`config.mk`:
```
export PLATFORM = sky130hd
export DESIGN_NAME = ltl_report_collector
export DESIGN_NICKNAME = d
export VERILOG_FILES = /design/src/rtl/ltl_report_collector.sv
export SDC_FILE = /design/constraint.sdc
export NUM_CORES = 1
export LEC_CHECK = 0
export ABC_CLOCK_PERIOD_IN_PS = 3700
export CORE_MARGIN = 1
export CORE_UTILIZATION = 55
export DETAILED_ROUTE_END_ITERATION = 6
export PLACE_DENSITY = 0.72
export RECOVER_POWER = 100
export SYNTH_ARGS = -nofsm -noshare
export SYNTH_HDL_FRONTEND = slang
export SYNTH_SLANG_ARGS = --single-unit
```
`constraint.sdc`:
```
create_clock -name clk -period 3.7 [get_ports clk]
set_input_delay 0.74 -clock clk [delete_from_list [all_inputs] [get_ports clk]]
set_output_delay 0.74 -clock clk [all_outputs]
set_load 0.05 [all_outputs]
```
`src/rtl/ltl_report_collector.sv`:
```
`default_nettype none
// ============================================================================
//  Module   : ltl_report_collector
//  Purpose  : Samples the report vector of an LTL automata cluster on every
//             symbol cycle, tags each non-zero vector with the index of the
//             symbol that produced it, buffers the pair in a small FIFO and
//             drains it through a valid/ready port. Reports that arrive while
//             the FIFO is full are dropped and counted.
//  Options  : `define LTL_REPORT_DEDUP_EN to suppress a push whose vector
//             equals the vector of the previous run=1 cycle. Only a change
//             of the vector is then recorded.
//  Ports    : clk, reset (async, active low)   - clock / reset
//             run                              - one symbol consumed per cycle
//             clear                            - sync clear of all state
//             report_vec[NUM_REPORTS]          - report STE outputs
//             out_valid / out_ready            - drain handshake
//             out_report, out_index            - head entry contents
//             count                            - FIFO occupancy
//             overflow, drop_cnt               - sticky drop flag, drop total
//  Revision : 1.0 - initial release
// ============================================================================
module ltl_report_collector #(
    parameter int NUM_REPORTS = 4,
    parameter int IDX_W       = 16,
    parameter int DEPTH       = 8,
    parameter int DROP_W      = 8
) (
    input  logic                     clk,
    input  logic                     reset,
    input  logic                     run,
    input  logic                     clear,
    input  logic [NUM_REPORTS-1:0]   report_vec,
    output logic                     out_valid,
    input  logic                     out_ready,
    output logic [NUM_REPORTS-1:0]   out_report,
    output logic [IDX_W-1:0]         out_index,
    output logic [$clog2(DEPTH):0]   count,
    output logic                     overflow,
    output logic [DROP_W-1:0]        drop_cnt
);

    localparam int c_PTR_W = $clog2(DEPTH);
    localparam int c_CNT_W = c_PTR_W + 1;

    logic [NUM_REPORTS-1:0] r_mem_rep [DEPTH];
    logic [IDX_W-1:0]       r_mem_idx [DEPTH];
    logic [c_PTR_W-1:0]     r_wr_ptr;
    logic [c_PTR_W-1:0]     r_rd_ptr;
    logic [c_CNT_W-1:0]     r_count;
    logic [IDX_W-1:0]       r_index;
    logic                   r_overflow;
    logic [DROP_W-1:0]      r_drop_cnt;
    logic [NUM_REPORTS-1:0] r_out_report;
    logic [IDX_W-1:0]       r_out_index;

    logic                   w_dup;
    logic                   w_full;
    logic                   w_pop;
    logic                   w_push_req;
    logic                   w_push_ok;
    logic                   w_drop;
    logic [c_PTR_W-1:0]     w_rd_ptr_next;
    logic [c_CNT_W-1:0]     w_count_next;

`ifdef LTL_REPORT_DEDUP_EN
    logic [NUM_REPORTS-1:0] r_prev_vec;

    // Vector seen on the last run=1 cycle; a held report STE keeps the
    // vector unchanged, so only its first cycle is recorded.
    always_ff @(posedge clk or negedge reset) begin
        if (!reset)
            r_prev_vec <= '0;
        else if (clear)
            r_prev_vec <= '0;
        else if (run)
            r_prev_vec <= report_vec;
    end

    assign w_dup = (report_vec == r_prev_vec);
`else
    assign w_dup = 1'b0;
`endif

    assign out_valid  = (r_count != '0);
    assign w_full     = (r_count == c_CNT_W'(DEPTH));
    assign w_pop      = out_valid & out_ready;
    assign w_push_req = run & (|report_vec) & ~w_dup;
    // A full FIFO still accepts a push when the head leaves on the same edge.
    assign w_push_ok  = w_push_req & (~w_full | w_pop) & ~clear;
    assign w_drop     = w_push_req & w_full & ~w_pop & ~clear;

    assign w_rd_ptr_next = w_pop ? r_rd_ptr + c_PTR_W'(1) : r_rd_ptr;

    always_comb begin
        w_count_next = r_count;
        if (w_push_ok && !w_pop)
            w_count_next = r_count + c_CNT_W'(1);
        else if (w_pop && !w_push_ok)
            w_count_next = r_count - c_CNT_W'(1);
    end

    // Storage array carries no reset; occupancy alone defines validity.
    always_ff @(posedge clk) begin
        if (w_push_ok) begin
            r_mem_rep[r_wr_ptr] <= report_vec;
            r_mem_idx[r_wr_ptr] <= r_index;
        end
    end

    always_ff @(posedge clk or negedge reset) begin
        if (!reset) begin
            r_wr_ptr     <= '0;
            r_rd_ptr     <= '0;
            r_count      <= '0;
            r_index      <= '0;
            r_overflow   <= 1'b0;
            r_drop_cnt   <= '0;
            r_out_report <= '0;
            r_out_index  <= '0;
        end else if (clear) begin
            r_wr_ptr   <= '0;
            r_rd_ptr   <= '0;
            r_count    <= '0;
            r_index    <= '0;
            r_overflow <= 1'b0;
            r_drop_cnt <= '0;
        end else begin
            if (w_push_ok)
                r_wr_ptr <= r_wr_ptr + c_PTR_W'(1);
            r_rd_ptr <= w_rd_ptr_next;
            r_count  <= w_count_next;
            if (run)
                r_index <= r_index + IDX_W'(1);
            if (w_drop) begin
                r_overflow <= 1'b1;
                if (r_drop_cnt != '1)
                    r_drop_cnt <= r_drop_cnt + DROP_W'(1);
            end
            // Head register: reload whenever the FIFO will be non-empty,
            // otherwise keep the last value shown. When the new head is the
            // slot being written on this edge, take the incoming data since
            // the array write has not landed yet.
            if (w_count_next != '0) begin
                if (w_push_ok && (w_rd_ptr_next == r_wr_ptr)) begin
                    r_out_report <= report_vec;
                    r_out_index  <= r_index;
                end else begin
                    r_out_report <= r_mem_rep[w_rd_ptr_next];
                    r_out_index  <= r_mem_idx[w_rd_ptr_next];
                end
            end
        end
    end

    assign out_report = r_out_report;
    assign out_index  = r_out_index;
    assign count      = r_count;
    assign overflow   = r_overflow;
    assign drop_cnt   = r_drop_cnt;

endmodule
`default_nettype wire

```
==> flow_summary.ini, run 1 <==
[run_status]
status = complete, but fails checks
violations = max-capacitance violations, max-slew violations

[cells_and_area]
antenna_cells = 0
final_nets = 936
final_util_pct = 65.3
drive_above_1_share_pct = 12.1
area_growth_pct = 14.5
instances_no_fill = 1195

[critical_path]
cp.required_ns = 2.96
setup.worst_path.end = out_valid
path_buf_inv = 3
timing.critical_path.from = count[0]
r2r_setup_slack_ns = 0.31
path_class = flop to output pin
endpoint_kind = output pin
cp-start-kind = flop
worst_path_max_delay_cell = dlygate4sd3_1
cp_max_fo = 6
path_depth = 5
cp_top_family = buffers and inverters
reg2regPathDepth = 8
slowest_delay_ns = 0.78
crit_chain = inv_1 -> ha_1 -> nor3b_4 -> inv_4 -> dlygate4sd3_1
critical_path_arrival_ns = 2.68
reg2reg_to = r_mem_idx[5][0]
timing.rr.start = count[0]

[synthesis]
ys_seq_area_share_pct = 57.2
yosysWarnings = 0
yosysTopAreaCell = edfxtp_1
netlist_instances = 879
ys_ff_latch = 215
yosys-top-cells-count = 160 x edfxtp_1, 104 x a211oi_1, 78 x nor2b_1
yosysMostFrequentCell = edfxtp_1
syn_area_um2 = 10800
synth-edff-count = 160
async_flop_share_pct = 25.6
yosys.area_share.adder_pct = 0.810
ys.flop_type = edfxtp_1
syn_nets = 895
synth_compound_area_share_pct = 15.4
synth_top_family_by_area = compound AO/OA/AOI/OAI gates
synth_top_area_share_pct = 44.4
synthDistinctLibCells = 57
synth.area.top_cells = edfxtp_1 44%, dfrtp_1 13%, a211oi_1 7.2%, mux2i_1 6.1%, nor2b_1 4.5%
synth-simple-area-share_pct = 12.4
synth.mux.area_fraction_pct = 8.30
avgSynthCellArea_um2 = 12.3
synthXorXnorAreaFrac_pct = 2.52

[sta]
slew_violations = 33
min_period_ns = 3.42
clock_skew_ns = 0.0110
slew_headroom_pct = -31.0
fmax_ghz = 0.293
fin_crit_sh_pct = 92.4
layout_setup_ws_ns = 0.281
hold_viol_final = 0
worstMarginPinSlew_ns = 1.97
rsz0062_at_grt = false
setup_viol = 0
setup_tns_ns = 0

[floorplan]
rows = 50
ios = 43
dieHeight_um = 142
core_area_um2 = 19000
die_w_um = 142
initial_utilization_pct = 57.0
die_area_um2 = 20200

[global_route]
grt_pass1_vias = 7986
grt_pass1_wl_um = 44400
antenna_found_initial = 1
grt_max_degree = 117
grt_overflow = 0
grt_util_all_layers_pct = 29.2

[clock_tree]
tritoncts = yes
post_cts_resized = 0
clk_path_buf_depth = 3
cts_sinks = 215
clock_latency_ns = 0.51
numCtsBuffers = 23
postCtsHoldBufs = 0
clkTransAtPathRegs_ns = 0.06
root_buffer = clkbuf_16
h-tree-depth = 1
postCtsSetupBuffers = 0

[job]
max_cap_violations = 1

[drt]
wl_per_cell_um = 23.9
via_count = 7892
drt_iter0_drc = 676
drc = 0
viasPerCell = 6.60
dr.pass1.iters = 5
ant_nets = 0
routed_wl_um = 28600

[power]
vdd_drop_max_mv = 0.516
power.density_nw_per_um2 = 724
p_leak_nw = 4.20

[place]
dp_worst_setup_slack_ns = -0.264
dp_hpwl_um = 16900
place_congestion = 0.878
portBuffers = 42
dp.cells = 1155

[worst_hold_path]
hp-class = flop to flop
## cell usage in the layout (no fill, tap or decap), types with 15 or more instances in the layout
master	n
edfxtp_1	160
a211oi_1	103
nor2b_1	78
mux2i_1	66
dfrtp_1	54
nor2_1	53
o21ai_0	43
dlygate4sd3_1	40
buf_4	28
nand3_1	27
clkbuf_16	23
nor4_1	21
mux2_2	21
a2111oi_0	20
o32ai_1	19
xor2_1	18
o31ai_1	18
nand2_1	15
## registers in the layout (all words and copies together) (netlist names)
signal / cells
r_mem_idx: 128
r_mem_rep: 32
out_index: 16
r_index: 16
drop_cnt: 8
count: 4
out_report: 4
r_rd_ptr: 3
r_wr_ptr: 3
overflow: 1
## layer usage
layer / vias to the layer above / global-route usage, % / part of all wire [%]
li1: 3512 / - / -
met1: 3951 / 39.6 / 42
met2: 362 / 47.8 / 48
met3: 67 / 3.80 / 7.6
met4: 0 / 11.8 / 2.5
met5: - / 0 / 0
## area by class of cell
cell class / count / area [um^2]
Tap cell: 260 / 325
Inverter: 7 / 28.8
Multi-Input combinational cell: 582 / 4320
Clock buffer: 27 / 611
Timing Repair Buffer: 91 / 762
Fill cell: 1386 / 6580
Clock inverter: 13 / 148
Sequential cell: 215 / 6180
## through the flow
step                      area (um^2)  power, mW  hold slack, ns
after floorplan                 10800       5.58           0.444
after detailed placement        11800       6.77           0.501
after global routing            12400       9.34           0.541
final                           12400       8.96           0.513
after CTS                       12600       9.07           0.343
after global placement          11800       6.64           0.507
## worst min-delay path by stage
stage | startpoint | to | cells past startpoint
6_report | out_index[2] | out_index[2] | 2
5_1_grt | overflow | overflow | 2
4_1_cts | reset | drop_cnt[0] | 1
3_5_place_dp | overflow | overflow | 2
3_3_place_gp | overflow | overflow | 2
2_1_floorplan | reset | count[0] | 0
## power breakdown
part / leakage, nW / switching, mW / internal (mW)
combinational: 1.64 / 2.43 / 1.29
clock: 0.369 / 0.921 / 1.39
sequential: 2.18 / 0.168 / 2.76
## worst register-to-register path, cell delays in order (launching register included)
cell	delay [ns]
dfrtp_1	0.49
inv_1	0.13
ha_1	0.31
and4bb_1	0.28
nor3_2	0.44
clkbuf_1	0.20
nand2_1	0.23
nor3b_4	0.39
clkbuf_2	0.56
## kinds of logic (layout without fill, tap and decap cells)
logic type / Yosys count / after routing
fa+ha+maj: 7 / 7
flops: 215 / 215
simple gates: 238 / 238
compound gates: 222 / 222
xor+xnor: 28 / 28
mux: 87 / 87
buf+inv: 82 / 138
(Power assumes the default switching activity.)
==> run 2: changes to the inputs <==
CAP_MARGIN = 10   (was unset)
==> results of run 2 <==
Final layout, timing and power as in run 1 (identical DEF).
==> run 3: changes to the inputs <==
SLEW_MARGIN = 30   (was unset)
==> flow_summary.ini, run 3 (synthesized netlist as in run 1, its figures left out) <==
[run_status]
status = complete, but fails checks
violations = max-capacitance violations, max-slew violations

[power]
p_leak_nw = 4.22
vdd_drop_max_mv = 0.545
power.density_nw_per_um2 = 727

[worst_hold_path]
hold_path_depth = 2
hp-class = flop to flop

[critical_path]
endpoint_kind = flop
cp_max_fo = 20
slowest_delay_ns = 0.68
reg2regPathDepth = 8
cp.required_ns = 3.83
cp-start-kind = flop
path_class = flop to flop
crit_chain = inv_1 -> ha_1 -> and4bb_2 -> nor3_1 -> clkbuf_1 -> nand2_1 -> nor3_4 -> clkbuf_2
worst_path_max_delay_cell = nor3_1
critical_path_arrival_ns = 3.62

[global_route]
grt_pass1_wl_um = 44400
grt_pass1_vias = 7931
antenna_found_initial = 1
grt_max_degree = 117
grt_overflow = 0
grt_util_all_layers_pct = 29.5

[cells_and_area]
final_nets = 936
drive_above_1_share_pct = 12.2
final_common_cell = edfxtp_1
area_growth_pct = 14.8
antenna_cells = 0
layout_common_cells = 160 x edfxtp_1, 103 x a211oi_1, 78 x nor2b_1
largest-register = r_mem_idx
final_util_pct = 65.5
instances_no_fill = 1197
largestRegisters = r_mem_idx x128, r_mem_rep x32
largest_register_ffs = 128

[drt]
via_count = 7900
viasPerCell = 6.60
drc = 0
drt_iter0_drc = 770
routed_wl_um = 29000
wl_per_cell_um = 24.2
ant_nets = 0
dr.pass1.iters = 5

[sta]
worstMarginPinSlew_ns = 1.99
fin_crit_sh_pct = 94.2
setup_viol = 0
slew_violations = 33
hold_viol_final = 0
clock_skew_ns = 0.0236
rsz0062_at_grt = false
fmax_ghz = 0.287
timing.hold.ws_ns = 0.517
min_period_ns = 3.48
layout_setup_ws_ns = 0.216
slew_headroom_pct = -32.4

[place]
place_congestion = 0.878
dp_hpwl_um = 16900
portBuffers = 42
dp.cells = 1155
dp_worst_setup_slack_ns = 0.193

[job]
max_cap_violations = 1

[clock_tree]
post_cts_resized = 0
root_buffer = clkbuf_16
postCtsSetupBuffers = 0
h-tree-depth = 1
clk_path_buf_depth = 3
clock_latency_ns = 0.52
clkTransAtPathRegs_ns = 0.06
tritoncts = yes
cts_sinks = 215
numCtsBuffers = 23
postCtsHoldBufs = 0

[floorplan]
die_area_um2 = 20200
die_w_um = 142
dieHeight_um = 142
core_area_um2 = 19000
ios = 43
initial_utilization_pct = 57.0
rows = 50
[run 3: cell count changes in the layout (fill, tap and decap cells not counted), moves of 2 or more]
| cell | before | now |
|---|---|---|
| buf_12 | 3 | 6 |
| clkbuf_2 | 8 | 5 |
| clkinv_2 | 4 | 7 |
| clkinvlp_4 | 2 | 0 |
| nor3b_4 | 3 | 1 |
[run 3: path summary, 6_finish.rpt]
| kind | start | end | slack (ns) |
|---|---|---|---|
| max in group asynchronous | reset | out_index[14] | 0.77 |
| min | overflow | overflow | 0.52 |
| min in group asynchronous | reset | r_rd_ptr[2] | 0.78 |
| min reg2reg | overflow | overflow | 0.52 |
| max | count[0] | r_mem_idx[1][1] | 0.22 |
| max reg2reg | count[0] | r_mem_idx[1][1] | 0.22 |
[run 3: metal layers]
layer | global-route usage (%) | part of all wire [%] | vias up | wire, um
li1 | - | - | 3505 | -
met1 | 40.2 | 42 | 3946 | 12100
met2 | 47.2 | 48 | 377 | 13900
met3 | 3.77 | 7.2 | 72 | 2080
met4 | 13.8 | 3.3 | 0 | 962
met5 | 0 | 0 | - | 0
[run 3: power by group]
group / total (mW) / internal (mW) / switching [mW]
Combinational: 3.75 / 1.29 / 2.46
Sequential: 2.94 / 2.76 / 0.171
Clock: 2.33 / 1.40 / 0.931
[run 3: worst max-delay path, delay by kind of cell, from the launching register on]
kind / cells / cell delay (ns)
flip-flops: 1 / 0.47
AND/OR/NAND/NOR: 4 / 1.31
adder cells (fa/ha/maj): 1 / 0.31
buffers and inverters: 3 / 0.99
[run 3: per-stage QoR]
stage	setup TNS, ns	total power [mW]	area (um^2)
after floorplan	-0.184	5.58	10800
after CTS	0	9.10	12600
after global placement	-1.99	6.64	11800
final	0	9.02	12400
after detailed placement	0	6.77	11800
after global routing	0	9.38	12400
[run 3: layout make-up]
cell class,count,area [um^2]
inverter,7,28.8
sequential,215,6180
fill,1391,6550
timing repair buffer,91,807
multi-input combinational,582,4300
tap,260,325
clock inverter,14,153
clock buffer,28,614
